$ cat src/rtl/ddr_pkg.sv
// Shared MCB constants, frame-buffer layout and reader state encoding.
// Used by both the port-0 pixel writer and the port-1 frame reader.
package ddr_pkg;

    localparam logic [2:0] CMD_WRITE = 3'b000;
    localparam logic [2:0] CMD_READ  = 3'b001;

    localparam int unsigned DEF_BURST_LEN = 32;
    localparam int unsigned FRAME_WORDS   = 307200;
    localparam logic [29:0] FRAME0_BASE   = 30'd0;
    localparam logic [29:0] FRAME1_BASE   = 30'd5242880;

    typedef enum logic [3:0] {
        ST_WAIT_CALIB = 4'd0,
        ST_IDLE       = 4'd1,
        ST_CMD        = 4'd2,
        ST_DRAIN      = 4'd3
    } state_e;

    // Byte address of a 32-bit word offset within a frame buffer.
    function automatic logic [29:0] word_addr(input logic [29:0] base, input logic [19:0] ptr);
        return base + {8'd0, ptr, 2'b00};
    endfunction

endpackage

$ cat src/rtl/sync2.sv
// Two-flop synchroniser for a single level signal crossing into clk.
module sync2 (
    input  logic clk,
    input  logic reset,
    input  logic d_i,
    output logic q_o
);

    logic meta_q;
    logic sync_q;

    // NOTE: sequential state uses non-blocking assignments so both flops sample on the same edge.
    always_ff @(posedge clk or posedge reset) begin
        if (reset) begin
            meta_q <= 1'b0;
            sync_q <= 1'b0;
        end else begin
            meta_q <= d_i;
            sync_q <= meta_q;
        end
    end

    assign q_o = sync_q;

endmodule

$ cat src/rtl/ddr_port1_reader.sv
// Double-buffered frame reader: issues fixed-length MCB port-1 read bursts and
// streams the returned words to the display pixel FIFO.
module ddr_port1_reader #(
    parameter int unsigned BURST_LEN   = ddr_pkg::DEF_BURST_LEN,
    parameter int unsigned FRAME_WORDS = ddr_pkg::FRAME_WORDS,
    parameter logic [29:0] FRAME0_BASE = ddr_pkg::FRAME0_BASE,
    parameter logic [29:0] FRAME1_BASE = ddr_pkg::FRAME1_BASE
) (
    input  logic        clk,
    input  logic        reset,
    input  logic        mem_calib_done,
    input  logic        frame_select,
    input  logic        frame_restart,
    input  logic [9:0]  out_space,
    input  logic        p1_cmd_full,
    input  logic        p1_rd_empty,
    input  logic [31:0] p1_rd_data,
    output logic        p1_cmd_en,
    output logic [2:0]  p1_cmd_instr,
    output logic [5:0]  p1_cmd_bl,
    output logic [29:0] p1_cmd_byte_addr,
    output logic        p1_rd_en,
    output logic [31:0] pix_data,
    output logic        pix_valid,
    output logic        frame_done,
    output logic [3:0]  LED
);

    import ddr_pkg::*;

    localparam logic [9:0]  BURST_SPACE = 10'(BURST_LEN);
    localparam logic [6:0]  LAST_WORD   = 7'(BURST_LEN - 1);
    localparam logic [5:0]  CMD_BL      = 6'(BURST_LEN - 1);
    localparam logic [19:0] PTR_STEP    = 20'(BURST_LEN);
    localparam logic [19:0] PTR_LIMIT   = 20'(FRAME_WORDS);

    logic        calib_sync;
    state_e      state_q,        state_d;
    logic [19:0] ptr_q,          ptr_d;
    logic        active_buf_q,   active_buf_d;
    logic        restart_pend_q, restart_pend_d;
    logic [6:0]  word_cnt_q,     word_cnt_d;
    logic [31:0] pix_data_q,     pix_data_d;
    logic        pix_valid_q,    pix_valid_d;
    logic        frame_done_q,   frame_done_d;
    logic [3:0]  led_q;
    logic [19:0] ptr_next;
    logic        abort;

    sync2 u_calib_sync (
        .clk   (clk),
        .reset (reset),
        .d_i   (mem_calib_done),
        .q_o   (calib_sync)
    );

    always_ff @(posedge clk or posedge reset) begin
        if (reset) begin
            state_q        <= ST_WAIT_CALIB;
            ptr_q          <= '0;
            active_buf_q   <= 1'b0;
            restart_pend_q <= 1'b0;
            word_cnt_q     <= '0;
            pix_data_q     <= '0;
            pix_valid_q    <= 1'b0;
            frame_done_q   <= 1'b0;
            led_q          <= '0;
        end else begin
            state_q        <= state_d;
            ptr_q          <= ptr_d;
            active_buf_q   <= active_buf_d;
            restart_pend_q <= restart_pend_d;
            word_cnt_q     <= word_cnt_d;
            pix_data_q     <= pix_data_d;
            pix_valid_q    <= pix_valid_d;
            frame_done_q   <= frame_done_d;
            led_q          <= state_q;
        end
    end

    // A restart seen now or earlier in the burst voids the rest of it.
    assign abort    = restart_pend_q | frame_restart;
    assign ptr_next = ptr_q + PTR_STEP;

    // NOTE: every signal written here gets a default first, so no path can infer a latch.
    always_comb begin
        state_d          = state_q;
        ptr_d            = ptr_q;
        active_buf_d     = active_buf_q;
        restart_pend_d   = restart_pend_q;
        word_cnt_d       = word_cnt_q;
        pix_data_d       = pix_data_q;
        pix_valid_d      = 1'b0;
        frame_done_d     = 1'b0;
        p1_cmd_en        = 1'b0;
        p1_cmd_bl        = '0;
        p1_cmd_byte_addr = '0;
        p1_rd_en         = 1'b0;

        case (state_q)
            ST_WAIT_CALIB: begin
                if (calib_sync) state_d = ST_IDLE;
            end
            ST_IDLE: begin
                if (frame_restart || restart_pend_q) begin
                    ptr_d          = '0;
                    active_buf_d   = frame_select;
                    restart_pend_d = 1'b0;
                end else if (!p1_cmd_full && out_space >= BURST_SPACE) begin
                    state_d = ST_CMD;
                end
            end
            ST_CMD: begin
                p1_cmd_en        = 1'b1;
                p1_cmd_bl        = CMD_BL;
                p1_cmd_byte_addr = word_addr(active_buf_q ? FRAME1_BASE : FRAME0_BASE, ptr_q);
                word_cnt_d       = '0;
                state_d          = ST_DRAIN;
                if (frame_restart) restart_pend_d = 1'b1;
            end
            ST_DRAIN: begin
                if (frame_restart) restart_pend_d = 1'b1;
                if (!p1_rd_empty) begin
                    p1_rd_en    = 1'b1;
                    pix_data_d  = p1_rd_data;
                    pix_valid_d = !abort;
                    word_cnt_d  = word_cnt_q + 7'd1;
                    if (word_cnt_q == LAST_WORD) begin
                        state_d = ST_IDLE;
                        // An aborted burst leaves the pointer for the IDLE restart to clear.
                        if (!abort) begin
                            if (ptr_next >= PTR_LIMIT) begin
                                ptr_d        = '0;
                                active_buf_d = frame_select;
                                frame_done_d = 1'b1;
                            end else begin
                                ptr_d = ptr_next;
                            end
                        end
                    end
                end
            end
            default: state_d = ST_WAIT_CALIB;
        endcase
    end

    assign p1_cmd_instr = CMD_READ;
    assign pix_data     = pix_data_q;
    assign pix_valid    = pix_valid_q;
    assign frame_done   = frame_done_q;
    assign LED          = led_q;

endmodule

$ cat config.mk
export PLATFORM = sky130hd
export DESIGN_NAME = ddr_port1_reader
export DESIGN_NICKNAME = d
export VERILOG_FILES = /design/src/rtl/ddr_pkg.sv /design/src/rtl/sync2.sv /design/src/rtl/ddr_port1_reader.sv
export SDC_FILE = /design/constraint.sdc
export NUM_CORES = 1
export LEC_CHECK = 0
export CORE_MARGIN = 5
export CORE_UTILIZATION = 40
export DETAILED_ROUTE_END_ITERATION = 10
export PLACE_DENSITY = 0.76
export SLEW_MARGIN = 20
export SYNTH_ARGS = -nofsm -noshare
export SYNTH_HDL_FRONTEND = slang
export SYNTH_HIERARCHICAL = 1
export SYNTH_SLANG_ARGS = --single-unit
$ cat constraint.sdc
create_clock -name clk -period 2.2 [get_ports clk]
set_clock_uncertainty 0.05 [all_clocks]
set_input_delay 0.22 -clock clk [delete_from_list [all_inputs] [get_ports clk]]
set_output_delay 0.22 -clock clk [all_outputs]
set_load 0.02 [all_outputs]
==> run metrics <==
Post-DP Area=4780 um^2; dpl cells=610; FF-to-FF End=active_buf_q$_DFFE_PP0P_; I/O pins=128; CTS Buf Count=9; Layout Cells excl Fill=628; grt total ovfl=0; row cnt=33; global-route usage over all layers=17.7%; Hold Violations, Final=0; Switch Pwr=1860 uW; Synth-to-Final Area Change=47.7%; fin crit share=101%; Antenna Violating Nets Remaining=0; Final Cell Area=5040 um^2; largest net degree at the start of global routing=63; CTS tree=done; worst-skew pair later-pin latency=0.34 ns; combinational fraction of design power=44.5%; Filler Cell Count=706; failing checks=setup timing; overall power=4960 uW; Pwr per Cell Area=982 nW/um^2; Max Cap Violations=0; Switching Share=37.5%; DP Wirelength=6560 um; CP Max Fanout=5; library cells used by synthesis=49; via density per instance=5.04; clock sinks=64; via count=3166; Critical Path RT=2.37 ns; Syn Area/Cell=8.83 um^2; vias in the first global route=3104; CP Data Arrival Time=2.39 ns; height of the chip=102 um; status=finished, violations left; multi-input combinational cell area=1680 um^2; CP Launch Type=register; setup violators final=3; Antenna diodes=0; register area=1610 um^2; DRT iter0 DRCs=79; H-tree depth=3; Synth Instances=387; Sequential Power Share=35.1%; fin crit period=2.22 ns; RSZ-0062 raised after global routing=yes; fraction of layout cells with a size suffix above 1=17.0%; launch point of the worst reg-to-reg path=ptr_q[5]$_DFFE_PP0P_; nature of the critical path endpoint=register; fmax=450 MHz; highest ir drop seen on vdd=0.358 mV; initial antenna violation count=0; clock network power share=20.4%; clock transition time at the flip-flop clock pins of the worst setup and hold paths=0.07 ns; final WL=9130 um; prevailing post-synth register cell=dfrtp_1; count of input and output buffers=103; cell taking the most area after synthesis=dfrtp_1; Post-synth ARST share=100%; first-pass GRT wire length=14600 um; Final Wtd Congestion=0.834; core area=8260 um^2; leakage power=0.00248 uW; largest cells by area after synthesis=dfrtp_1 (47%), nand2_1 (12%), buf_4 (5.3%), ha_1 (3.3%), and2_1 (3.1%); post-synth top area share=46.9%; Seq cells post-synth=64; Die Wd=102 um; fin. max-slew vios=0; FF-to-FF setup slack=-0.02 ns; drt drc=0; r2r worst-path depth=8; post-synthesis sequential area ratio=46.9%; # nets final=578; mapped cell area=3420 um^2; WL/cell=14.5 um; initial core utilization=41.4%; die area=10500 um^2; Cell Int Power=3100 uW; critical path type=reg2reg; clk buf depth=2; Post-synth EDFFs=0; yosys warns=6; DRT Pass-1 Iters=4; Root Driver=clkbuf_8; hold crit path type=in2async; final worst slack=-0.0243 ns
-- cell usage after synthesis, types with 2 or more instances --
master / instances
nand3b_1: 4
nor2_1: 18
buf_4: 24
and3_1: 4
nor4_1: 2
o21ai_0: 7
a31oi_1: 14
xor2_1: 7
conb_1: 2
buf_2: 4
a21oi_1: 8
inv_1: 12
buf_1: 4
and2_1: 17
a22o_1: 2
dfrtp_1: 64
nand4_1: 9
nor4b_1: 2
nand2_1: 112
mux2i_1: 3
clkbuf_1: 10
nor3_1: 6
o21ai_1: 2
nand2b_1: 2
nand3_1: 14
ha_1: 9
nor2b_1: 3
-- stage by stage --
step / hold WS (ns) / setup TNS [ns] / setup WS [ns] / utilization (%)
floorplan: -0.0888 / -0.0535 / -0.0140 / -
global placement: 0.285 / -0.0971 / -0.0519 / 57.9
detailed placement: 0.289 / -0.566 / -0.144 / 57.9
CTS: 0.0238 / -0.00586 / -0.00586 / 60.7
global route: 0.0424 / -0.793 / -0.110 / 61.1
finish: 0.0367 / -0.0531 / -0.0243 / 61.1
-- cells in the final DEF (no fill, tap or decap), types with 2 or more instances in the layout --
cell             Yosys  layout
nor2b_1              3       3
clkdlybuf4s50_1      0      79
and3_1               4       4
dfrtp_1             64      60
inv_2                0       3
nor2_1              18      17
ha_2                 0       2
nor4_4               1       2
nand2b_1             2       2
xor2_1               7       7
nand3b_1             4       4
nand2_1            112     112
and2_1              17      17
a22o_1               2       2
inv_1               12       9
ha_1                 9       6
nand3_1             14      12
mux2i_1              3       3
a21oi_1              8       8
buf_4               24      40
o21ai_1              2       2
nor3_4               0       2
dfrtp_2              0       4
buf_12               0       3
dlygate4sd2_1        0      24
nor3_1               6       3
o21ai_0              7       7
conb_1               2      19
a31oi_1             14      14
nand4_1              9       9
clkbuf_8             0      11
-- worst max path at each step --
| stage | endpoint | cells past startpoint | from |
|---|---|---|---|
| detailed placement | ptr_q[17]$_DFFE_PP0P_ | 8 | frame_restart |
| finish | active_buf_q$_DFFE_PP0P_ | 8 | ptr_q[5]$_DFFE_PP0P_ |
| CTS | ptr_q[8]$_DFFE_PP0P_ | 9 | ptr_q[5]$_DFFE_PP0P_ |
| floorplan | ptr_q[7]$_DFFE_PP0P_ | 8 | ptr_q[6]$_DFFE_PP0P_ |
| global route | ptr_q[8]$_DFFE_PP0P_ | 9 | ptr_q[5]$_DFFE_PP0P_ |
| global placement | ptr_q[17]$_DFFE_PP0P_ | 9 | p1_rd_empty |
-- sequential cells by signal (all words and copies together) (netlist names) --
| name | cells |
|---|---|
| LED | 2 |
| frame_done | 1 |
| active_buf_q | 1 |
| u_calib_sync/q_o | 1 |
| pix_valid | 1 |
| u_calib_sync/meta_q | 1 |
| word_cnt_q | 7 |
| ptr_q | 15 |
| restart_pend_q | 1 |
| state_q | 2 |
| pix_data | 32 |
-- power groups by stage --
stage	logic, uW	clock network [uW]	registers [uW]
after global routing	2430	1090	1790
final	2210	1010	1740
after CTS	2230	1040	1740
after global placement	2200	0	1740
after floorplan	863	0	2100
after detailed placement	2260	0	1760
-- cell families after synthesis --
kind of cell | synth area share [%]
xor gates and xnor gates | 2.53
AOI/OAI and AO/OA | 8.79
buffers and inverters | 9.05
muxes | 1.21
adders and majority gates | 3.30
and+or+nand+nor | 28.0
other | 0.220
DFF | 46.9
-- timing repair --
action	in CTS	in global routing
hold buffers	0	0
resized for setup	32	8
pin swaps	7	2
hold endpoints to repair	0	0
setup endpoints to repair	36	15
buffers inserted	4	0
-- layer usage --
metal / track usage, % / vias up / wire length (um)
li1: - / 1523 / -
met1: 22.5 / 1504 / 3840
met2: 28.9 / 126 / 4500
met3: 5.53 / 13 / 686
met4: 5.15 / 0 / 111
met5: 0 / - / 0
-- area by class of cell --
class | instances | share of cell area (%)
clock buffers | 11 | 3.00
clock inverters | 3 | 0.843
inverters | 12 | 0.893
multi-input cells | 285 | 33.3
flip-flops and latches | 64 | 31.8
well taps | 105 | 2.60
repair buffers | 148 | 27.5
-- worst max-delay path, cell delays in order (launching register included) --
cell and delay [ns]:
dfrtp_1 0.40, ha_4 0.16, buf_4 0.14, a21oi_1 0.04, o311a_1 0.33, a211o_1 0.32
o211ai_4 0.21, a41oi_2 0.14, mux2_1 0.32
(Power assumes the default switching activity.)
